## src/rtl/status_reg_stack.sv

```systemverilog
// Processor-style status flag register with a LIFO flag-save stack and a
// registered condition-code evaluator.
module status_reg_stack #(
    parameter int WIDTH = 4,
    parameter int DEPTH = 4,
    localparam int LW = $clog2(DEPTH + 1)
) (
    input  logic             clk,
    input  logic             rst_n,
    input  logic [WIDTH-1:0] word_out,
    input  logic             cout,
    input  logic             a_msb,
    input  logic             b_msb,
    input  logic             sub,
    input  logic             update,
    input  logic             push,
    input  logic             pop,
    input  logic             clr_sticky,
    input  logic [3:0]       cond_sel,
    output logic             V,
    output logic             Z,
    output logic             S,
    output logic             C,
    output logic             sticky_v,
    output logic             cond_true,
    output logic             full,
    output logic             empty,
    output logic [LW-1:0]    level,
    output logic             ovf_err,
    output logic             unf_err
);

    logic       b_eff;
    logic       v_next;
    logic       z_next;
    logic       s_next;
    logic       c_next;
    logic [3:0] flags;
    logic [3:0] top_entry;
    logic       do_push;
    logic       do_pop;
    logic       load_new;
    logic       push_err;
    logic       pop_err;
    logic       cond_eval;
    logic [3:0] stack_mem [DEPTH];

    assign b_eff  = b_msb ^ sub;
    assign v_next = (a_msb == b_eff) & (word_out[WIDTH-1] != a_msb);
    assign z_next = (word_out == '0);
    assign s_next = word_out[WIDTH-1];
    assign c_next = cout;

    assign flags = {V, Z, S, C};
    assign full  = (level == LW'(DEPTH));
    assign empty = (level == '0);

    assign do_push  = push & ~pop & ~full;
    assign do_pop   = pop & ~push & ~empty;
    assign push_err = push & ~pop & full;
    assign pop_err  = pop & ~push & empty;
    // A simultaneous push+pop cancels out, so the update still goes through.
    assign load_new = update & (~pop | push);

    always_ff @(posedge clk) begin
        for (int i = 0; i < DEPTH; i++) begin
            if (do_push && level == LW'(i)) begin
                stack_mem[i] <= flags;
            end
        end
    end

    always_comb begin
        top_entry = '0;
        for (int i = 0; i < DEPTH; i++) begin
            if (level == LW'(i + 1)) begin
                top_entry = stack_mem[i];
            end
        end
    end

    always_comb begin
        cond_eval = 1'b0;
        case (cond_sel)
            4'd0:  cond_eval = 1'b1;
            4'd1:  cond_eval = Z;
            4'd2:  cond_eval = ~Z;
            4'd3:  cond_eval = C;
            4'd4:  cond_eval = ~C;
            4'd5:  cond_eval = S;
            4'd6:  cond_eval = ~S;
            4'd7:  cond_eval = V;
            4'd8:  cond_eval = ~V;
            4'd9:  cond_eval = (S == V);
            4'd10: cond_eval = (S != V);
            4'd11: cond_eval = ~Z & (S == V);
            4'd12: cond_eval = Z | (S != V);
            4'd13: cond_eval = C & ~Z;
            4'd14: cond_eval = ~C | Z;
            default: cond_eval = 1'b0;
        endcase
    end

    always_ff @(posedge clk or negedge rst_n) begin
        if (!rst_n) begin
            {V, Z, S, C} <= 4'b0000;
            sticky_v     <= 1'b0;
            cond_true    <= 1'b0;
            level        <= '0;
            ovf_err      <= 1'b0;
            unf_err      <= 1'b0;
        end else begin
            if (do_pop) begin
                {V, Z, S, C} <= top_entry;
            end else if (load_new) begin
                {V, Z, S, C} <= {v_next, z_next, s_next, c_next};
            end

            if (do_push) begin
                level <= level + LW'(1);
            end else if (do_pop) begin
                level <= level - LW'(1);
            end

            if (clr_sticky) begin
                sticky_v <= load_new & v_next;
            end else if (load_new & v_next) begin
                sticky_v <= 1'b1;
            end

            // Error set takes priority over a same-cycle clear.
            ovf_err   <= push_err | (ovf_err & ~clr_sticky);
            unf_err   <= pop_err | (unf_err & ~clr_sticky);
            cond_true <= cond_eval;
        end
    end

endmodule

```

## config.mk

```make
export PLATFORM = sky130hd
export DESIGN_NAME = status_reg_stack
export DESIGN_NICKNAME = d
export VERILOG_FILES = /design/src/rtl/status_reg_stack.sv
export SDC_FILE = /design/constraint.sdc
export NUM_CORES = 1
export LEC_CHECK = 0
export BUFFER_PORTS_ARGS = -buffer_cell sky130_fd_sc_hd__buf_4
export CAP_MARGIN = 20
export CORE_MARGIN = 2
export CORE_UTILIZATION = 45
export CTS_CLUSTER_SIZE = 40
export DETAILED_ROUTE_END_ITERATION = 8
export PLACE_DENSITY = 0.68
export SETUP_SLACK_MARGIN = 0.02
export SYNTH_ARGS = -nofsm -noshare
export SYNTH_HDL_FRONTEND = slang
export SYNTH_SLANG_ARGS = --single-unit
```

## constraint.sdc

```tcl
create_clock -name clk -period 2.9 [get_ports clk]
set_clock_uncertainty 0.05 [all_clocks]
set_input_delay 0.145 -clock clk [delete_from_list [all_inputs] [get_ports clk]]
set_output_delay 0.145 -clock clk [all_outputs]
set_load 0.02 [all_outputs]
```

### Word level (Yosys, flattened, before mapping)

Memories as Yosys holds them, arrays and structs flattened.
Cells that the tools add are included.

| cells by class | value |
|---|---|
| mux-type cells | 34 |
| reduce and logical (&&, ||, !) cells | 13 |
| bitwise logic cells | 28 |
| $add $sub $neg | 2 |
| eq/ne operators | 22 |

Operator list:

| kind | number |
|---|---|
| $eq 4x4->1 const B | 7 |
| $mux 4 | 7 |
| $mux 1 | 21 |
| $eq 4x3->1 const B | 4 |
| $pmux 1 s15 | 1 |
| $and 1x1->1 | 13 |
| $reduce_or 4->1 | 3 |
| $not 1->1 | 9 |
| $eq 4x2->1 const B | 2 |
| $logic_not 4->1 | 2 |
| $eq 3x2->1 const B | 2 |
| $mux 2 | 3 |
| $mux 3 | 2 |
| $reduce_bool 2->1 | 3 |
| $or 1x1->1 | 5 |
| $eq 4x1->1 const B | 1 |
| $logic_and 1x1->1 | 4 |
| $add 3x1->3 const B | 1 |
| $eq 3x1->1 const B | 1 |
| $eq 3x3->1 const B | 1 |
| $logic_not 3->1 | 1 |
| $sub 3x1->3 const B | 1 |
| $eq 1x1->1 | 2 |
| $ne 1x1->1 | 2 |
| $xor 1x1->1 | 1 |

| word-level totals | value |
|---|---|
| register bits | 11 |
| output and inout port bits | 13 |
| word-level logic and storage cells | 109 |
| RAM bits | 16 |
| memories | 1 |

Memories:

| name | words | bits a word | rd ports | clocked after memory_dff | write ports | RTL line | RTL |
|---|---|---|---|---|---|---|---|
| stack_mem | 4 | 4 | 4 | 0 | 1 | 46 | `logic [3:0] stack_mem [DEPTH];` |

### Depth between registers and ports, before layout

Gate-level depths: netlist (run 1).

| logic depth | value |
|---|---|
| depth in word-level cells | 10 |
| depth in mapped cells | 8 |

### Least setup slack after synthesis (run 1)

Ideal clock, no wire load.

| path | value |
|---|---|
| path type | register -> register |
| from | register level[1] |
| to | register Z |
| slack | 1.131 ns |
| clock period less this slack | 1.769 ns |
| data required time | 2.768 ns |
| arrival time | 1.636 ns |
| setup time | 0.082 ns |
| cell stages (with the launch flop) | 9 |
| path through | dfrtp_1 > inv_1 > ha_1 > buf_2 > nand2b_1 > inv_1 > nor2_1 > o21ai_0 > o22ai_1 |

RTL lines:

| element | RTL line | RTL |
|---|---|---|
| start, declared | 28 | `output logic [LW-1:0] level,` |
| start signal, assigned | 120 | `level <= level + LW'(1);` |
| start signal, assigned | 122 | `level <= level - LW'(1);` |
| $logic_not 3->1 * | 56 | `assign empty = (level == '0);` |
| named net empty | 27 | `output logic empty,` |
| $not 1->1 * | 59 | `assign do_pop = pop & ~push & ~empty;` |
| $and 1x1->1 * | 59 |  |
| $mux 1 / $reduce_bool 2->1 (equally long branches) | n/a |  |
| end signal, assigned | 114 | `{V, Z, S, C} <= top_entry;` |
| end signal, assigned | 116 | `{V, Z, S, C} <= {v_next, z_next, s_next, c_next};` |
| end, declared | 21 | `output logic Z,` |

Mark *: on every way through the listed nets, which the timed path passes. The rest lies on a longest branch.
A chain may end at the register's enable or synchronous reset.

### Worst setup path in the final report (run 1)

| path | value |
|---|---|
| from | register level[1] |
| to | output port full |

| on the way | value |
|---|---|
| cells in the longest elaborated chain, start to end | 1 |

Ends and longest elaborated chain:

| element | RTL line | RTL |
|---|---|---|
| $eq 3x3->1 | 55 | `assign full = (level == LW'(DEPTH));` |
| end, declared | 26 | `output logic full,` |

No other way between the ends.

==> results of run 1 <==
-- power groups by stage --
stage | combinational, mW | clock (mW) | sequential, mW
floorplan | 0.407 | 0 | 0.678
global placement | 0.676 | 0 | 0.652
detailed placement | 0.680 | 0 | 0.659
CTS | 0.689 | 0.177 | 0.649
global route | 0.752 | 0.191 | 0.666
finish | 0.683 | 0.173 | 0.646
-- critical path, delay by kind of cell, from the launching register on --
family | cells | cell delay [ps]
adders and majority gates | 1 | 370
DFF | 1 | 470
and+or+nand+nor | 1 | 240
buffers and inverters | 3 | 450
-- layout make-up --
| class | instances | area (µm²) |
|---|---|---|
| well taps | 44 | 55.1 |
| clock inverters | 1 | 8.76 |
| inverters | 12 | 45.0 |
| fillers | 271 | 1300 |
| multi-input cells | 91 | 668 |
| flip-flops and latches | 27 | 756 |
| repair buffers | 32 | 245 |
| clock buffers | 3 | 22.5 |
-- metal layers --
metal | part of all wire, % | wire, µm | vias up | GRT usage [%]
li1 | - | - | 565 | -
met1 | 44 | 1340 | 539 | 24.6
met2 | 50 | 1540 | 29 | 31.9
met3 | 4.9 | 151 | 4 | 4.41
met4 | 1.1 | 34 | 0 | 5.47
met5 | 0 | 0 | - | 0
-- per-stage QoR --
step                hold slack [ps]  cells  cell area (µm²)
floorplan                      -201    135             1490
global placement              -60.5    204             1750
detailed placement            -57.3    204             1750
CTS                            31.8    210             1800
global route                   34.6    210             1800
finish                         29.9    210             1800
-- how the worst max path moves through the flow --
stage | start | to | slack, ps | cells after the start
after global placement | level[1]$_DFFE_PN0P_ | stack_mem[0][2]$_DFFE_PP_ | 1110 | 4
after global routing | level[1]$_DFFE_PN0P_ | full | 680 | 5
after CTS | level[1]$_DFFE_PN0P_ | full | 840 | 5
final | level[1]$_DFFE_PN0P_ | full | 840 | 5
after detailed placement | level[1]$_DFFE_PN0P_ | stack_mem[0][3]$_DFFE_PP_ | 1020 | 4
after floorplan | level[1]$_DFFE_PN0P_ | Z$_DFFE_PN0P_ | 1130 | 8
-- synth_stat cells (2+ instances only) --
library cell / count / area [µm²]
sky130_fd_sc_hd__a221oi_1: 2 / 17.5
sky130_fd_sc_hd__o31ai_1: 3 / 22.5
sky130_fd_sc_hd__buf_2: 4 / 20.0
sky130_fd_sc_hd__nand2_1: 11 / 41.3
sky130_fd_sc_hd__a21oi_1: 4 / 20.0
sky130_fd_sc_hd__xnor2_1: 3 / 26.3
sky130_fd_sc_hd__o21ai_0: 5 / 25.0
sky130_fd_sc_hd__a22oi_1: 4 / 30.0
sky130_fd_sc_hd__o311a_1: 2 / 20.0
sky130_fd_sc_hd__mux2i_1: 4 / 40.0
sky130_fd_sc_hd__nor3b_1: 2 / 15.0
sky130_fd_sc_hd__nor2_1: 5 / 18.8
sky130_fd_sc_hd__edfxtp_1: 16 / 480
sky130_fd_sc_hd__o22ai_1: 3 / 18.8
sky130_fd_sc_hd__nand3_1: 3 / 15.0
sky130_fd_sc_hd__nor2b_1: 2 / 12.5
sky130_fd_sc_hd__nand2b_1: 6 / 37.5
sky130_fd_sc_hd__ha_1: 6 / 75.1
sky130_fd_sc_hd__inv_1: 12 / 45.0
sky130_fd_sc_hd__a211oi_1: 3 / 22.5
sky130_fd_sc_hd__nor3_1: 3 / 15.0
sky130_fd_sc_hd__a22o_1: 2 / 17.5
sky130_fd_sc_hd__dfrtp_1: 11 / 275
-- kinds of logic after synthesis --
logic type / share of synthesized area (%)
simple gates: 14.9
buf+inv: 4.61
compound gates: 17.5
mux: 4.95
flops: 50.6
fa+ha+maj: 5.03
xor+xnor: 2.35
-- timing repair --
action | CTS | global route
hold endpoints to repair | 14 | 0
hold buffers | 2 | 0
setup buffers | 0 | 0
-- state kept, by name (all words and copies together), names as in the netlist --
name       cells
cond_true      1
S              1
level          3
sticky_v       1
stack_mem     16
Z              1
ovf_err        1
unf_err        1
V              1
C              1
==> metrics, run 1 <==
most used flip-flop cell after synthesis=sky130_fd_sc_hd__edfxtp_1; mean area per synthesized cell=11.1 µm²; leading cell types in the layout, fill and taps excluded=sky130_fd_sc_hd__buf_4 (30), sky130_fd_sc_hd__edfxtp_1 (16), sky130_fd_sc_hd__inv_1 (12); combinational cell fraction of total power=between 40% and 50%; number of max-slew violations in the final report=0; share of power burned in the clock network=11.5%; Top-Level Pins=31; Tot GR Track Use=between 10% and 20%; pre-CTS setup slack=1020 ps; clock transition at the registers of the reported paths=around 150 ps; cell chain of the critical path=inv_1 -> ha_1 -> nand2_1 -> inv_1 -> buf_4; global-route wire length before repair=~5000 µm; antenna violations before repair=0; Power Dens Cells=between 800 and 900 nW/µm²; MaxCap Viol Count=0; final core utilization=between 50 and 60%; total clock buffers created by CTS=3; die extent in x=around 62 µm; maximum number of pins on one net before global-route repair=18; clock latency at the later pin of the worst-skew pair=roughly 340 ps; sequential fraction of the synthesis area=50.6%; category of the worst setup path capture point=output port; post-synthesis async set-or-reset flop share=40.7%; crit path kind=flop to output port; min-delay worst type=primary input to flop; area delta synth->final=20.6%; Pleak=between 0.7 and 0.8 nW; setup-violating endpoint count in the final report=0; Port Buf Inserts=30; sequential share of power=43.0%; vias after detailed routing=approximately 1100; instance count along the most critical hold path=3; DRC violations left=0; maximum achievable frequency=~0.49 GHz; gate count after technology mapping=roughly 140; source of the worst register-to-register timing path=level[1]$_DFFE_PN0P_; most prevalent standard cell on the critical path=sky130_fd_sc_hd__inv_1; clock tree sinks=27; Worst Path Max Fanout=10; nets in the synthesized netlist=approximately 160; number of flops mapped to enable cells by yosys=16; number of global-route vias before repair=1103; worst stage delay on the critical path=between 400 and 500 ps; row count=20; RePlAce Congestion=between 0.8 and 0.9; clock root buffer=sky130_fd_sc_hd__clkbuf_4; unrepaired setup endpoints after global routing=false; Distinct cells, synth=42; kind of start point of the critical path=flop; most common cell after layout, fill and taps aside=sky130_fd_sc_hd__buf_4; pin slew with the least headroom to its limit=around 660 ps; initial core utilization=between 40% and 50%; minimum setup slack in the final design=839 ps; routed wire length=slightly above 3000 µm; Post-Route Setup TNS=0 ps; number of vias per cell=~5.4; Syn. warnings=0; highest-delay cell along the critical path=sky130_fd_sc_hd__dfrtp_1; final critical-path required period=roughly 2100 ps; number of inserted diodes=0; die footprint=3790 µm²; post-CTS sizing=0; final clock period utilization by the worst path=a little under three quarters; hold violation count in the final report=0; count of state elements after synthesis=27; overflow left after global routing=0; layout net count=approximately 190; Slew HR=a little under three fifths; IR drop worst, VDD=approximately 0.0004 V; Sw Share=between 40 and 50%; Routed wire per std cell=14.6 µm; critical path required time=about 2700 ps; layout cells sized above 1=between 20% and 30%; DRT antenna net count=0; floorplan die height=approximately 62 µm; Detailed Place HPWL=roughly 2300 µm; worst r2r path cells=4; end of the worst hold path=sticky_v$_DFFE_PN0P_; Worst R2R Setup Slack=1020 ps; core area=~3100 µm²; Mapped Area=~1500 µm²; maximum count of clock buffers along a single path=2; count of H-tree levels built during CTS=1; TritonCTS clock tree=done; 1st-iter DRT viols=69; Final Power=1.50 mW; data arrival time of the critical path=approximately 1900 ps; drt first pass iters=4; worst hold start=update; internal power=about 0.88 mW; result of the run=complete, no violations; terminus of the critical flop-to-flop path=stack_mem[0][0]$_DFFE_PP_; reported net switching power=a little over 0.6 mW
No activity file was read; power rests on OpenSTA's default activity.
==> run 2, diff against run 1 <==
==> constraint.sdc (replaced) <==
create_clock -name clk -period 1.9 [get_ports clk]
set_clock_uncertainty 0.05 [all_clocks]
set_input_delay 0.095 -clock clk [delete_from_list [all_inputs] [get_ports clk]]
set_output_delay 0.095 -clock clk [all_outputs]
set_load 0.02 [all_outputs]
==> run 2 against run 1 <==
Compared with the run above: clock power up 53%; sequential share of layout area decreased by 2.0 points; sequential cell count unchanged; hold slack got worse by 23 ps; total power is 63% higher; via count increased by 5.9%; non-clock buffer count grew 9; global-route usage rose by 1.9 points; setup slack got worse by 670 ps; cell count rose by 4.3%; register-to-register slack got worse by 850 ps; critical path type is now flop to flop; largest cell class unchanged.
==> metrics, run 2 (same netlist as run 1, synthesis figures left out) <==
data arrival time of the critical path=roughly 1900 ps; Port Buf Inserts=30; Sw Share=41.0%; crit path kind=flop to flop; layout cells sized above 1=approximately 30%; vias after detailed routing=around 1200; total clock buffers created by CTS=3; Detailed Place HPWL=around 2500 µm; setup fix buffers added after clock tree synthesis=0; antenna violations before repair=0; max reg flops=16; kind of start point of the critical path=flop; clock transition at the registers of the reported paths=roughly 160 ps; Tot GR Track Use=20.8%; layout net count=200; Slew HR=72.5%; category of the worst setup path capture point=flop; unrepaired setup endpoints after global routing=false; Post-Route Setup TNS=0 ps; leading cell types in the layout, fill and taps excluded=sky130_fd_sc_hd__buf_4 (36), sky130_fd_sc_hd__edfxtp_1 (16), sky130_fd_sc_hd__dfrtp_1 (10), sky130_fd_sc_hd__inv_1 (10), sky130_fd_sc_hd__nand2_1 (10); area delta synth->final=26.9%; DRT antenna net count=0; RePlAce Congestion=0.829; row count=20; floorplan die height=about 62 µm; Worst Path Max Fanout=6; routed wire length=~3300 µm; critical path required time=roughly 2100 ps; Final Power=2.44 mW; DRC violations left=0; setup-violating endpoint count in the final report=0; MaxCap Viol Count=0; register with the most flip-flops=stack_mem; clock latency at the later pin of the worst-skew pair=~340 ps; internal power=1.44 mW; Routed wire per std cell=15.2 µm; min-delay worst type=primary input to flop; most common cell after layout, fill and taps aside=sky130_fd_sc_hd__buf_4; number of global-route vias before repair=about 1200; global-route wire length before repair=about 5700 µm; initial core utilization=between 40% and 50%; highest-delay cell along the critical path=sky130_fd_sc_hd__dfrtp_2; number of inserted diodes=0; hold violation count in the final report=0; leading registers by flop count=stack_mem (16), level (3); clock tree sinks=27; die footprint=between 3000 and 4000 µm²; Top-Level Pins=31; pin slew with the least headroom to its limit=slightly above 400 ps; cell chain of the critical path=inv_2 -> ha_1 -> nor2b_2 -> a22oi_1 -> o311a_1 -> a211oi_1; instance count along the most critical hold path=3; worst stage delay on the critical path=~480 ps; number of fillers in the final layout=271; final clock period utilization by the worst path=91.2%; clock root buffer=sky130_fd_sc_hd__clkbuf_4; result of the run=complete, no violations; Pleak=0.786 nW; worst r2r path cells=6; drt first pass iters=4; IR drop worst, VDD=between 0.0007 and 0.0008 V; count of H-tree levels built during CTS=1; combinational cell fraction of total power=about half; number of vias per cell=around 5.5; maximum number of pins on one net before global-route repair=18; maximum count of clock buffers along a single path=2; overflow left after global routing=0; core area=slightly above 3000 µm²; final critical-path required period=between 1500 and 2000 ps; sequential share of power=between 30% and 40%; reported net switching power=1.00 mW; number of max-slew violations in the final report=0; maximum achievable frequency=between 0.5 and 0.6 GHz; die extent in x=a little over 60 µm; Power Dens Cells=~1300 nW/µm²; 1st-iter DRT viols=76; share of power burned in the clock network=10.8%; TritonCTS clock tree=done
==> run 2: cell types whose count changed in the layout (fill, tap and decap cells not counted), sizes merged <==
cell and change:
buf +6, dlygate4sd3 +3
==> run 2: path summary, 6_finish.rpt <==
check | end | slack (ps) | from
setup / recovery | S$_DFFE_PN0P_ | 170 | level[1]$_DFFE_PN0P_
max in group asynchronous | cond_true$_DFF_PN0_ | 1570 | rst_n
min in group asynchronous | unf_err$_DFF_PN0_ | 50 | rst_n
setup reg to reg | S$_DFFE_PN0P_ | 170 | level[1]$_DFFE_PN0P_
hold / removal | sticky_v$_DFFE_PN0P_ | 7 | update
hold reg to reg | sticky_v$_DFFE_PN0P_ | 490 | sticky_v$_DFFE_PN0P_
==> run 2: per-layer routing <==
layer | vias to the layer above | track usage, % | share of wire [%]
met1 | 581 | 26.2 | 42
met3 | 10 | 5.67 | 4.5
met4 | 0 | 6.69 | 2.4
li1 | 582 | - | -
met2 | 31 | 34.9 | 51
met5 | - | 0 | 0
==> run 2: area by class of cell <==
type / count / area, µm² / area share (%)
Inverter: 12 / 45.0 / 2.38
Clock inverter: 1 / 8.76 / 0.462
Timing Repair Buffer: 41 / 320 / 16.9
Tap cell: 44 / 55.1 / 2.91
Clock buffer: 3 / 22.5 / 1.19
Multi-Input combinational cell: 91 / 686 / 36.2
Sequential cell: 27 / 757 / 40.0
==> run 2: timing repair <==
action / CTS / global route
setup endpoints to repair: 2 / 10
hold buffers: 5 / 0
resized for setup: 1 / 6
endpoints found under the hold margin: 17 / 0
==> run 2: per-stage QoR <==
step | instance area, µm² | hold slack, ps | utilization (%) | worst slack [ps] | std cells
6_report | 1890 | 6.90 | 61.0 | 168 | 219
5_1_grt | 1890 | 26.2 | 61.0 | 79.3 | 219
4_1_cts | 1880 | 1.89 | 60.5 | 59.5 | 219
3_5_place_dp | 1790 | -101 | 57.8 | 79.4 | 210
3_3_place_gp | 1790 | -106 | 57.8 | 119 | 210
2_1_floorplan | 1490 | -251 | - | 131 | 135
==> run 2: worst max-delay path, delay by kind of cell, from the launching register on <==
| family | cells | cell delay, ps |
|---|---|---|
| adder cells (fa/ha/maj) | 1 | 160 |
| AND/OR/NAND/NOR | 1 | 200 |
| buffers and inverters | 1 | 120 |
| flip-flops | 1 | 480 |
| AO/OA/AOI/OAI | 3 | 600 |
==> run 2: power groups by stage <==
stage / sequential (mW) / clock [mW] / combinational (mW)
after floorplan: 1.04 / 0 / 0.621
after global placement: 0.954 / 0 / 1.14
after detailed placement: 0.961 / 0 / 1.15
after CTS: 0.950 / 0.271 / 1.18
after global routing: 0.987 / 0.297 / 1.36
final: 0.957 / 0.264 / 1.22
==> run 3, diff against run 2 <==
--- a/config.mk
+++ b/config.mk
@@ -7,7 +7,7 @@
 export LEC_CHECK = 0
 export BUFFER_PORTS_ARGS = -buffer_cell sky130_fd_sc_hd__buf_4
 export CAP_MARGIN = 20
-export CORE_MARGIN = 2
+export CORE_MARGIN = 5
 export CORE_UTILIZATION = 45
 export CTS_CLUSTER_SIZE = 40
 export DETAILED_ROUTE_END_ITERATION = 8
==> constraint.sdc (replaced) <==
create_clock -name clk -period 1.85 [get_ports clk]
set_clock_uncertainty 0.05 [all_clocks]
set_input_delay 0.0925 -clock clk [delete_from_list [all_inputs] [get_ports clk]]
set_output_delay 0.0925 -clock clk [all_outputs]
set_load 0.02 [all_outputs]
==> run 3 against run 2 <==
Compared with the run above: hold slack better by 1.9 ps; register-to-register slack worse by 30 ps; cell area hardly changed; core utilization is 3.3 points lower; sequential share of layout area hardly changed; combinational power is 4% higher; clock-buffer cell count stayed put; critical endpoint is now empty; largest cell class unchanged; highest routed layer unchanged.
==> metrics, run 3 (same netlist as run 1, synthesis figures left out) <==
IR drop worst, VDD=roughly 0.00074 V; max reg flops=16; crit path kind=flop to output port; drt first pass iters=4; vias after detailed routing=between 1000 and 1500; worst hold slack=8.79 ps; most common cell after layout, fill and taps aside=sky130_fd_sc_hd__buf_4; pin slew with the least headroom to its limit=just over 400 ps; post-route met1 wirelength=around 1500 µm; initial core utilization=between 40% and 50%; final core utilization=57.7%; Max Used Layer=met4; clock tree sinks=27; layout cells sized above 1=between 20% and 30%; register with the most flip-flops=stack_mem; 1st-iter DRT viols=74; Slew HR=slightly above 70%; result of the run=complete, no violations; DRT antenna net count=0; Routed wire per std cell=between 15 and 20 µm; Detailed Place HPWL=between 2000 and 3000 µm; die footprint=4570 µm²; hold violation count in the final report=0; category of the worst setup path capture point=output port; min-delay worst type=primary input to flop; number of max-slew violations in the final report=0; core area=3280 µm²; Tot GR Track Use=16.5%; met3 layer wire length in the routed design=between 100 and 150 µm; Pleak=0.791 nW; setup-violating endpoint count in the final report=0; area delta synth->final=27.0%; TritonCTS clock tree=done; Power Dens Cells=around 1300 nW/µm²; final clock period utilization by the worst path=95.0%; die extent in x=between 60 and 70 µm; kind of start point of the critical path=flop; final critical-path required period=1760 ps; clock latency at the later pin of the worst-skew pair=about 330 ps; number of vias per cell=around 5.5; unrepaired setup endpoints after global routing=true; DRC violations left=0; total clock buffers created by CTS=3; RePlAce Congestion=about 0.76; floorplan die height=between 60 and 70 µm; antenna violations before repair=0; Port Buf Inserts=30; critical path required time=about 1700 ps; data arrival time of the critical path=1610 ps; Post-Route Setup TNS=0 ps; global-route wire length before repair=roughly 5600 µm; Detail Route met2 WL=approximately 1700 µm; Worst Path Max Fanout=7; layout net count=200; number of inserted diodes=0; pre-CTS setup slack=between 70 and 80 ps; count of H-tree levels built during CTS=1; maximum count of clock buffers along a single path=2; leading cell types in the layout, fill and taps excluded=sky130_fd_sc_hd__buf_4 (37), sky130_fd_sc_hd__edfxtp_1 (16), sky130_fd_sc_hd__inv_1 (12); leading registers by flop count=stack_mem (16), level (3); maximum number of pins on one net before global-route repair=18; maximum achievable frequency=0.569 GHz; clock transition at the registers of the reported paths=~150 ps; MaxCap Viol Count=0; number of global-route vias before repair=1230; routed wire length=about 3400 µm; clock root buffer=sky130_fd_sc_hd__clkbuf_4; row count=21; overflow left after global routing=0; post-route insts no fill=about 220; Placed Cells=roughly 210; Top-Level Pins=31; minimum setup slack in the final design=92.9 ps
==> run 3: changes by cell type in the layout (fill, tap and decap cells not counted), sizes merged <==
cell | before | now
buf | 36 | 37
dlygate4sd3 | 5 | 4
==> run 3: cell type report <==
| cell class | instances | area [µm²] |
|---|---|---|
| Fill cell | 294 | 1390 |
| Clock buffer | 3 | 22.5 |
| Timing Repair Buffer | 41 | 318 |
| Sequential cell | 27 | 757 |
| Tap cell | 46 | 57.6 |
| Multi-Input combinational cell | 91 | 687 |
| Clock inverter | 1 | 8.76 |
| Inverter | 12 | 45.0 |
==> run 3: where the power goes <==
| part | switching [mW] | internal (mW) |
|---|---|---|
| logic | 0.694 | 0.580 |
| clock network | 0.181 | 0.0881 |
| registers | 0.148 | 0.813 |
==> run 3: worst paths after layout <==
kind / start / end / slack [ps] / cells after the start
worst max-delay path: level[1]$_DFFE_PN0P_ / empty / 90 / 5
max in group asynchronous: rst_n / level[1]$_DFFE_PN0P_ / 1510 / 2
worst min-delay path: push / level[2]$_DFFE_PN0P_ / 9 / 3
worst max register to register: level[0]$_DFFE_PN0P_ / V$_DFFE_PN0P_ / 140 / 6
min in group asynchronous: rst_n / ovf_err$_DFF_PN0_ / 60 / 2
worst min register to register: ovf_err$_DFF_PN0_ / ovf_err$_DFF_PN0_ / 500 / 2
==> run 3: routing by layer <==
layer,vias to the layer above,GRT usage [%]
met5,-,0
met4,0,6.58
met3,4,1.66
met2,34,27.5
met1,586,21.8
li1,581,-
==> run 3: metrics by stage <==
stage                     cell area, µm²  power [mW]
after detailed placement            1800        2.18
after global routing                1900        2.69
after global placement              1800        2.15
final                               1900        2.50
after CTS                           1870        2.47
after floorplan                     1490        1.70
==> run 3: repair_timing <==
item,4_1_cts,5_1_grt
hold buffers,4,0
setup buffers,0,1
endpoints found under the setup margin,2,6
hold endpoints to repair,16,0
pin swaps,0,0
cloned,0,0
gates resized for setup,1,6
==> run 3: critical path, cell delays in order (launching register included) <==
cell                       delay (ps)
sky130_fd_sc_hd__dfrtp_2          470
sky130_fd_sc_hd__inv_1            130
sky130_fd_sc_hd__ha_2             270
sky130_fd_sc_hd__nand2b_1         160
sky130_fd_sc_hd__inv_1            110
sky130_fd_sc_hd__buf_4            140
